<file path="config.mk">
export PLATFORM = sky130hd
export DESIGN_NAME = muldiv_unit
export DESIGN_NICKNAME = d
export VERILOG_FILES = /design/src/rtl/muldiv_pkg.sv /design/src/rtl/muldiv_negate.sv /design/src/rtl/muldiv_unit.sv
export SDC_FILE = /design/constraint.sdc
export NUM_CORES = 2
export LEC_CHECK = 0
export ABC_AREA = 1
export BUFFER_PORTS_ARGS = -buffer_cell sky130_fd_sc_hd__buf_2
export CAP_MARGIN = 20
export CORE_UTILIZATION = 38
export DETAILED_ROUTE_END_ITERATION = 7
export GPL_TIMING_DRIVEN = 0
export MAX_ROUTING_LAYER = met4
export SLEW_MARGIN = 20
export SYNTH_ARGS = -nofsm -noshare
export SYNTH_HDL_FRONTEND = slang
export SYNTH_HIERARCHICAL = 1
export SYNTH_SLANG_ARGS = --single-unit
</file>
<file path="constraint.sdc">
create_clock -name clk -period 4.01 [get_ports clk]
set_input_delay 0.6015 -clock clk [delete_from_list [all_inputs] [get_ports clk]]
set_output_delay 0.6015 -clock clk [all_outputs]
set_load 0.05 [all_outputs]
</file>
<file path="src/rtl/muldiv_pkg.sv">
// Shared types and sizing for the iterative RV64M multiply/divide unit.
// Holds the default widths, the operation and state encodings, and the iteration count.
// Optional early-out behaviour is selected in muldiv_unit by MULDIV_EARLY_OUT_EN.
package muldiv_pkg;

   localparam int unsigned DEF_XLEN    = 64;
   localparam int unsigned DEF_RADDR_W = 5;
   // One quotient/product bit per cycle; this must track the XLEN the unit is built with.
   localparam int unsigned ITER        = DEF_XLEN;

   typedef enum logic [2:0] {
      OP_MUL    = 3'd0,
      OP_MULH   = 3'd1,
      OP_MULHSU = 3'd2,
      OP_MULHU  = 3'd3,
      OP_DIV    = 3'd4,
      OP_DIVU   = 3'd5,
      OP_REM    = 3'd6,
      OP_REMU   = 3'd7
   } op_t;

   typedef enum logic [1:0] {
      ST_IDLE = 2'd0,
      ST_MUL  = 2'd1,
      ST_DIV  = 2'd2,
      ST_FIN  = 2'd3
   } state_t;

   // Divide family occupies the upper half of the opcode space.
   function automatic logic is_div_op(input op_t o);
      return o[2];
   endfunction

endpackage

</file>
<file path="src/rtl/muldiv_negate.sv">
// Conditional two's-complement: passes the value through, or negates it when en is set.
// Purely combinational, zero latency.
// No flow control; used for operand magnitudes and for the final result sign fix.
module muldiv_negate #(
   parameter int unsigned W = 64
) (
   input  logic         en,
   input  logic [W-1:0] val,
   output logic [W-1:0] res
);

   assign res = en ? (~val + 1'b1) : val;

endmodule

</file>
<file path="src/rtl/muldiv_unit.sv">
// Iterative radix-2 RV64M multiply/divide stage writing its result into the register file.
// Latency: done in the cycle after edge N+65 (edge N+1 for zero-operand early-out with MULDIV_EARLY_OUT_EN).
// One operation in flight: start is only sampled in IDLE; requests while busy are ignored.
module muldiv_unit
   import muldiv_pkg::*;
#(
   parameter int unsigned XLEN    = DEF_XLEN,
   parameter int unsigned RADDR_W = DEF_RADDR_W
) (
   input  logic               clk,
   input  logic               rst,
   input  logic               start,
   input  logic [2:0]         op,
   input  logic [XLEN-1:0]    rs1_data,
   input  logic [XLEN-1:0]    rs2_data,
   input  logic [RADDR_W-1:0] rd_addr,
   output logic               busy,
   output logic               done,
   output logic               regwrite,
   output logic [RADDR_W-1:0] adr_wr_reg,
   output logic [XLEN-1:0]    wr_data
);

   localparam int unsigned CNT_W = $clog2(ITER + 1);

   state_t               state_q, state_d;
   op_t                  op_q, op_d;
   logic [RADDR_W-1:0]   rd_q, rd_d;
   logic [RADDR_W-1:0]   adr_q, adr_d;
   logic [XLEN-1:0]      a_q, a_d;          // raw dividend, returned by REM on divide-by-zero
   logic [XLEN-1:0]      m_q, m_d;          // multiplicand magnitude or divisor magnitude
   logic [XLEN-1:0]      hi_q, hi_d;        // product high half / partial remainder
   logic [XLEN-1:0]      lo_q, lo_d;        // multiplier-then-product low half / quotient
   logic [CNT_W-1:0]     cnt_q, cnt_d;
   logic                 neg_q, neg_d;      // result needs negating
   logic                 zero_q, zero_d;    // mul operand zero, or divisor zero
   logic [XLEN-1:0]      wr_data_q, wr_data_d;

   // Operand decode, valid while IDLE for the incoming request.
   op_t                  op_in;
   logic                 sgn_a_en, sgn_b_en, neg_a, neg_b;
   logic [XLEN-1:0]      mag_a, mag_b;
   logic                 zero_in, neg_in;

   assign op_in    = op_t'(op);
   // MUL low bits are sign-agnostic, so only the high-half and signed divide ops take magnitudes.
   assign sgn_a_en = op_in inside {OP_MULH, OP_MULHSU, OP_DIV, OP_REM};
   assign sgn_b_en = op_in inside {OP_MULH, OP_DIV, OP_REM};
   assign neg_a    = sgn_a_en & rs1_data[XLEN-1];
   assign neg_b    = sgn_b_en & rs2_data[XLEN-1];
   assign neg_in   = (op_in == OP_REM) ? neg_a : (neg_a ^ neg_b);
   assign zero_in  = is_div_op(op_in) ? (rs2_data == '0)
                                      : ((rs1_data == '0) || (rs2_data == '0));

   muldiv_negate #(.W(XLEN)) u_abs_a (.en(neg_a), .val(rs1_data), .res(mag_a));
   muldiv_negate #(.W(XLEN)) u_abs_b (.en(neg_b), .val(rs2_data), .res(mag_b));

   // Shift-add step: add multiplicand when the current multiplier bit is set, then shift the
   // 2*XLEN product right by one.
   logic [XLEN:0]   mul_sum;
   logic [XLEN-1:0] mul_hi, mul_lo;
   assign mul_sum = {1'b0, hi_q} + (lo_q[0] ? {1'b0, m_q} : '0);
   assign mul_hi  = mul_sum[XLEN:1];
   assign mul_lo  = {mul_sum[0], lo_q[XLEN-1:1]};

   // Restoring step: shift in the next dividend bit and keep the subtraction if it did not borrow.
   logic [XLEN:0]   div_shift, div_trial;
   logic [XLEN-1:0] div_hi, div_lo;
   assign div_shift = {hi_q, lo_q[XLEN-1]};
   assign div_trial = div_shift - {1'b0, m_q};
   assign div_hi    = div_trial[XLEN] ? div_shift[XLEN-1:0] : div_trial[XLEN-1:0];
   assign div_lo    = {lo_q[XLEN-2:0], ~div_trial[XLEN]};

   // Sign correction over the full product width; divide results sit in the low half.
   logic [2*XLEN-1:0] fix_in, fix_out;
   logic [XLEN-1:0]   result;
   assign fix_in = is_div_op(op_q)
                 ? {{XLEN{1'b0}}, ((op_q == OP_DIV) || (op_q == OP_DIVU)) ? lo_q : hi_q}
                 : {hi_q, lo_q};

   muldiv_negate #(.W(2*XLEN)) u_fix (.en(neg_q), .val(fix_in), .res(fix_out));

   // Result select, with the zero-operand and divide-by-zero overrides.
   always_comb begin
      result = fix_out[XLEN-1:0];
      case (op_q)
         OP_MUL:                       result = zero_q ? '0 : fix_out[XLEN-1:0];
         OP_MULH, OP_MULHSU, OP_MULHU: result = zero_q ? '0 : fix_out[2*XLEN-1:XLEN];
         OP_DIV, OP_DIVU:              result = zero_q ? '1 : fix_out[XLEN-1:0];
         OP_REM, OP_REMU:              result = zero_q ? a_q : fix_out[XLEN-1:0];
         default:                      result = fix_out[XLEN-1:0];
      endcase
   end

   // Next-state and datapath update.
   always_comb begin
      state_d   = state_q;
      op_d      = op_q;
      rd_d      = rd_q;
      adr_d     = adr_q;
      a_d       = a_q;
      m_d       = m_q;
      hi_d      = hi_q;
      lo_d      = lo_q;
      cnt_d     = cnt_q;
      neg_d     = neg_q;
      zero_d    = zero_q;
      wr_data_d = wr_data_q;
      case (state_q)
         ST_IDLE: begin
            if (start) begin
               op_d   = op_in;
               rd_d   = rd_addr;
               a_d    = rs1_data;
               neg_d  = neg_in;
               zero_d = zero_in;
               hi_d   = '0;
               cnt_d  = '0;
               if (is_div_op(op_in)) begin
                  m_d     = mag_b;
                  lo_d    = mag_a;
                  state_d = ST_DIV;
               end else begin
                  m_d     = mag_a;
                  lo_d    = mag_b;
                  state_d = ST_MUL;
               end
            end
         end
         ST_MUL, ST_DIV: begin
            cnt_d = cnt_q + 1'b1;
            // First cycle after acceptance does no arithmetic; it is where early-out is decided.
            if (cnt_q == '0) begin
`ifdef MULDIV_EARLY_OUT_EN
               if (zero_q) state_d = ST_FIN;
`endif
            end else begin
               if (state_q == ST_MUL) begin
                  hi_d = mul_hi;
                  lo_d = mul_lo;
               end else begin
                  hi_d = div_hi;
                  lo_d = div_lo;
               end
               if (cnt_q == CNT_W'(ITER)) state_d = ST_FIN;
            end
         end
         ST_FIN: begin
            wr_data_d = result;
            adr_d     = rd_q;
            state_d   = ST_IDLE;
         end
         default: state_d = ST_IDLE;
      endcase
   end

   // State and datapath registers; reset aborts any operation in flight.
   always_ff @(posedge clk or negedge rst) begin
      if (!rst) begin
         state_q   <= ST_IDLE;
         op_q      <= OP_MUL;
         rd_q      <= '0;
         adr_q     <= '0;
         a_q       <= '0;
         m_q       <= '0;
         hi_q      <= '0;
         lo_q      <= '0;
         cnt_q     <= '0;
         neg_q     <= 1'b0;
         zero_q    <= 1'b0;
         wr_data_q <= '0;
      end else begin
         state_q   <= state_d;
         op_q      <= op_d;
         rd_q      <= rd_d;
         adr_q     <= adr_d;
         a_q       <= a_d;
         m_q       <= m_d;
         hi_q      <= hi_d;
         lo_q      <= lo_d;
         cnt_q     <= cnt_d;
         neg_q     <= neg_d;
         zero_q    <= zero_d;
         wr_data_q <= wr_data_d;
      end
   end

   // Write port shows the live result in FIN and holds it afterwards.
   assign busy       = (state_q != ST_IDLE);
   assign done       = (state_q == ST_FIN);
   assign regwrite   = done && (rd_q != '0);
   assign adr_wr_reg = done ? rd_q : adr_q;
   assign wr_data    = done ? result : wr_data_q;

endmodule
</file>
# Word-level counts from Yosys, hierarchy flattened
# Index checks and enable logic that the tools add are counted.
# classes
n_eq_ne	18
reduce_logical	21
bitwise	7
n_mux	33
n_addsub	6
# ops
operator	count
2-to-1 mux 64 bit	18
2-to-1 mux 128 bit	2
case mux 64 bit (2 select lines)	2
case mux 64 bit (4 select lines)	1
adder 128 x 1 -> 128 bit, second input constant	1
adder 64 x 1 -> 64 bit, second input constant	2
logical NOT 64 bit	2
NOT 128 bit	1
NOT 64 bit	2
adder 64 x 64 -> 65 bit	1
subtractor 65 x 64 -> 65 bit	1
== test 3 bit, second input constant	6
case mux 7 bit (2 select lines)	1
== test 3 x 2 -> 1 bit, second input constant	3
2-to-1 mux 2 bit	4
adder 7 x 1 -> 7 bit, second input constant	1
== test 7 bit, second input constant	1
logical NOT 7 bit	1
2-to-1 mux 7 bit	1
== test 3 x 1 -> 1 bit, second input constant	2
inequality test 2 bit, second input constant	3
case mux 2 bit (3 select lines)	1
AND reduction 3 bit	2
OR reduction 2 bit	3
other kinds (17)	23
# totals
ff_bits	344
wordCells	97
input_bits	139
out_inout_bits	72

# Depth between registers and ports, before layout
# depth
word_depth	10
mapped_depth	24
depth_no_buf	22

# Hierarchy
# The synthesis kept the hierarchy.
# modules_own_cells
module	n_inst	seq_area_each_um2	area_per_inst_um2	cells_each
muldiv_unit	1	8608.3	30758.2	5197
muldiv_negate (u_fix)	1	0.0	5351.4	1184
muldiv_negate (u_abs_a ...)	2	0.0	2466.1	498

# Worst setup path after synthesis
# Ideal clock, no wire load.
# synth_path
path_type	register to output
from	reg op_q[2]
to	out wr_data[36]
slack_ns	-0.745
n_path_buf	3
required_ns	3.408
path_stages_with_launch	19
arrival_time_ns	4.154
cell_sequence	dfrtp_1 > buf_2 > nand2_1 > clkbuf_1 > clkbuf_1 > o21ai_0 > inv_1 > ha_1 > nand2_2 > nor2_4 > nand2_4 > nand2_4 > o21ai_4 > nor2_4 > xnor2_1 > nand2_1 > nand2_1 > o21ai_0 > o41ai_1
# synth_via
elab_chain_len	10
elab_cells_between_ends	23
cone_classes	add/sub: 1; eq/ne: 7; mux: 9; bitwise: 1; reduce/logical: 5
# synth_rtl
item	line	rtl
start, declared	muldiv_unit.sv:27	op_t op_q, op_d;
start signal, assigned	muldiv_unit.sv:174	op_q <= op_d;
== test 3 bit	muldiv_unit.sv:78	? {{XLEN{1'b0}}, ((op_q == OP_DIV) || (op_q == OP_DIVU)) ? lo_q : hi_q}
logical OR 1 bit	muldiv_unit.sv:78	
2-to-1 mux 64 bit	muldiv_unit.sv:78	
2-to-1 mux 128 bit *	muldiv_unit.sv:78	
named net fix_in[0]	muldiv_unit.sv:75	logic [2*XLEN-1:0] fix_in, fix_out;
NOT 128 bit *	muldiv_negate.sv:12	assign res = en ? (~val + 1'b1) : val;
adder 128 x 1 -> 128 bit *	muldiv_negate.sv:12	
2-to-1 mux 128 bit *	muldiv_negate.sv:12	
named net fix_out[36]	muldiv_unit.sv:75	
2-to-1 mux 64 bit (on tied branches)	muldiv_unit.sv:90, muldiv_unit.sv:87, muldiv_unit.sv:89	
case mux 64 bit (4 select lines) *	muldiv_unit.sv:86	case (op_q)
2-to-1 mux 64 bit *	muldiv_unit.sv:193	assign wr_data = done ? result : wr_data_q;
end, declared	muldiv_unit.sv:21	output logic [XLEN-1:0] wr_data
# The timed path passes the listed nets; every way through them passes the cells marked *.

# Final worst setup path
# layout_path
from	reg hi_q[38]
to	out wr_data[29]
# layout_via
elab_chain_len	8
# layout_rtl
item	line	rtl
start, declared	muldiv_unit.sv:32	logic [XLEN-1:0] hi_q, hi_d;
start signal, assigned	muldiv_unit.sv:179	hi_q <= hi_d;
2-to-1 mux 64 bit	muldiv_unit.sv:78	
2-to-1 mux 128 bit	muldiv_unit.sv:78	
named net fix_in[38]	muldiv_unit.sv:75	
NOT 128 bit	muldiv_negate.sv:12	
adder 128 x 1 -> 128 bit	muldiv_negate.sv:12	
2-to-1 mux 128 bit	muldiv_negate.sv:12	
named net fix_out[93]	muldiv_unit.sv:75	
2-to-1 mux 64 bit	muldiv_unit.sv:88	OP_MULH, OP_MULHSU, OP_MULHU: result = zero_q ? '0 : fix_out[2*XLEN-1:XLEN];
case mux 64 bit (4 select lines)	muldiv_unit.sv:86	
2-to-1 mux 64 bit	muldiv_unit.sv:193	
# The timed path passes the listed nets, and every way through them passes these cells.

==> impl_metrics.csv <==
group,metric,value,unit
outcome,status,"finished, violations left",
outcome,violations,"DRC, setup timing",
worst_setup_path,rrSetupSlack,0.17,ns
cts,cts_max_path_buffers,3,
timing,worst_slew_pin_slew,1.213,ns
global_routing,grtUsageMet1,57.96,%
global_routing,grt_pass1_wl,323800,um
global_routing,grtUsageMet3,10.14,%
synthesis,synthCells,7377,
synthesis,synth_seq_area_share,20.97,%
finish,fin_nets,8047,
timing,hold_violations,0,
floorplan,core-area,0.1071,mm2
worst_setup_path,worst-setup-path-type,"reg -> out",
routing,routed_wl,236500,um
finish,fill_cells,11380,
worst_setup_path,critPathMaxFanout,7,
floorplan,initial_core_util,38.34,%
cts,cts_tree,"built",
timing,max_slew_margin,18.30,%
worst_setup_path,r2r-start,"lo_q[0]",
global_routing,grt_pass1_vias,46310,
finish,final_layout_size_suffix_gt1_share,17.15,%
cts,clock_latency,0.65,ns
cts,cts_made_buffers,45,
timing,slew_violations,0,
cts,cts_root_buffer,"clkbuf_16",
timing,holdWs,0.1642,ns
floorplan,die_area,0.1093,mm2
worst_setup_path,r2r_end,"hi_q[61]",
routing,wl_per_cell,25.68,um
cts,htreeDepth,2,
floorplan,die_w,330.6,um
timing,rsz0062_at_grt,"yes",
worst_setup_path,cp.required,3.41,ns
worst_hold_path,min_from,"rd_addr[1]",
synthesis,yosysWarnings,6,
synthesis,yosys.cell_types.count,51,
worst_hold_path,hp-class,"in -> reg",
placement,place.gp.congestion,1.175,
timing,fin_ws,-0.5104,ns
timing,min_period,4.520,ns
floorplan,rows,120,
synthesis,async_reset_ff_share,100.0,%
global_routing,grt_max_degree,91,
placement,hpwl,196100,um
routing,drc,7,
routing,drtPass1Iterations,8,
synthesis,synth_largest_area_cell,"nand2_1",
global_routing,grt_busiest_layer,"met1",
routing,num_vias,53270,
global_routing,antenna_found_initial,3,
worst_setup_path,worstPathArrival,3.92,ns
finish,syn_to_final_growth,25.11,%
global_routing,grt_usage,42.68,%
routing,antenna_left,0,
synthesis,synthTopCellsByCount,"nand2_1, nor2_1, inv_1",
worst_setup_path,cp-end-kind,"output port",
routing,drt-initial-drc-count,7707,
synthesis,synth_top_area_share,22.49,%
power,finalPower,49.35,mW
placement,io_buffers,209,
timing,setup_viol_count_final,64,
synthesis,synth_fp_nets,7654,
power,p_leak,25.42,nW
synthesis,ys_seq_elements,344,
worst_setup_path,cp-start-kind,"flop",
worst_hold_path,min_to,"rd_q[1]",
placement,placed_area,0.04459,mm2
floorplan,die_height,330.6,um
synthesis,syn_avg_cell_area,5.563,um2
floorplan,io_pins,211,
finish,design_area,0.05135,mm2
synthesis,synth_ff_type,"dfrtp_1",
global_routing,grt_overflow,0,
global_routing,grtUsageMet2,57.05,%
cts,path_clk_slew,0.06,ns
timing,maxClockFrequency,0.2212,GHz
synthesis,synth_area,0.04104,mm2
synthesis,synth_most_common_cell,"nand2_1",
timing,min_period_over_period,112.7,%
power,power_density,961.2,mW/mm2
timing,skew,0.06596,ns
routing,viasPerCell,5.784,
worst_setup_path,reg2regPathDepth,21,
run,maxCapViolCount,0,
cts,cts_sinks,344,
worst_hold_path,min_path_cells,3,
synthesis,synth.area.top_cells,"nand2_1, dfrtp_1, nor2_1, inv_1, o21ai_0",
power,ir_worst_vdd,0.4221,mV
synthesis,synth_edf_count,0,
[worst max-delay path by stage]
| stage | start | slack [ns] | to |
|---|---|---|---|
| 2_1_floorplan | op_q[2] | -0.06 | wr_data[36] |
| 3_3_place_gp | rst | -4.95 | m_q[53] |
| 3_5_place_dp | op_q[2] | -1.16 | wr_data[50] |
| 4_1_cts | op_q[2] | -0.37 | wr_data[46] |
| 5_1_grt | op_q[2] | -0.52 | wr_data[57] |
| 6_report | hi_q[38] | -0.51 | wr_data[29] |
[routing by layer]
metal  vias to the layer above  wire length (um)
li1                      24160                 -
met1                     24910             96290
met2                      3575             92470
met3                       635             30860
met4                         0             16880
met5                         -                 0
[worst max-delay path, cell delays in order, from the launching register on]
cell and delay (ns):
dfrtp_1 0.59, inv_1 0.35, o21ai_4 0.39, nor2_4 0.07
nand2_2 0.12, buf_4 0.13, nor2_4 0.04, nand2_1 0.06
nor2_1 0.04, nor2_1 0.21, nor2_4 0.07, buf_12 0.15
nand2_1 0.06, nand2_1 0.08, nand2_4 0.11, nor2_1 0.09
o41ai_2 0.41, buf_4 0.27
[cell families after synthesis]
kind of cell             count (synthesis)  synth area share [%]
AND/OR/NAND/NOR                       4348                 44.25
buffers and inverters                 1249                 11.83
AO/OA/AOI/OAI                         1141                 15.31
flip-flops                             344                 20.97
XOR/XNOR                               157                 3.387
adder cells (fa/ha/maj)                138                 4.244
[metrics by stage]
stage,TNS [ns],instances,utilization (%),setup slack [ns]
CTS,-18.12,9136,46.08,-0.3692
floorplan,-0.06005,7377,-,-0.06005
detailed placement,-68.83,8993,41.66,-1.161
global placement,-1724.85,8989,41.54,-4.947
finish,-21.61,9210,47.96,-0.5104
global route,-24.17,9209,47.96,-0.5209
[layout make-up]
cell class	instances	area (um2)	area share [%]
multi-input cells	5785	31600	61.55
flip-flops and latches	344	8615	16.78
inverters	1000	3775	7.352
repair buffers	345	2660	5.181
well taps	1403	1755	3.419
plain buffers	249	1435	2.795
clock buffers	53	1206	2.349
clock inverters	27	285.3	0.5556
diodes	4	10.01	0.01949
[state kept, by name, summed over array words and instances (netlist names)]
register and cells:
m_q 64, cnt_q 7, zero_q 1, neg_q 1, op_q 3, wr_data_q 64
hi_q 64, a_q 64, lo_q 64, rd_q 5, adr_q 5, state_q 2
[power by group]
group	leakage, nW	switching (mW)	total [mW]	internal [mW]
sequential	4.26	2.10	7.11	5.01
clock	0.725	1.84	4.20	2.37
combinational	20.4	26.8	38.0	11.2
total	25.4	30.8	49.4	18.6
[cells in the final DEF (no fill, tap or decap), types with 11 or more instances in the layout]
master,instances
nand3b_1,20
o21ai_2,18
clkbuf_16,58
or2_2,22
dfrtp_1,339
nand3_1,384
nor3_1,31
xnor2_1,77
buf_8,16
xor2_1,56
nand3_2,27
clkbuf_8,13
inv_2,21
nor4_1,35
o21bai_1,21
inv_1,972
buf_2,179
a21oi_1,405
nor2_2,118
nand2_1,2241
o41ai_4,27
o21ai_0,429
nand4_1,91
xnor2_2,11
clkbuf_1,139
nand3_4,13
nand2_2,184
nand2_4,80
buf_1,29
nor2_1,936
buf_4,148
o41ai_2,24
buf_6,54
a31oi_1,65
ha_1,135
o21ai_4,80
nor2_4,150
o21ai_1,37
[repair_timing]
action,CTS,global route
hold buffers,1,0
cloned,9,4
setup buffers,53,66
pin swaps,186,111
gates resized for setup,777,381
endpoints found under the setup margin,134,71
hold endpoints to repair,11,0
(Power assumes the default switching activity.)
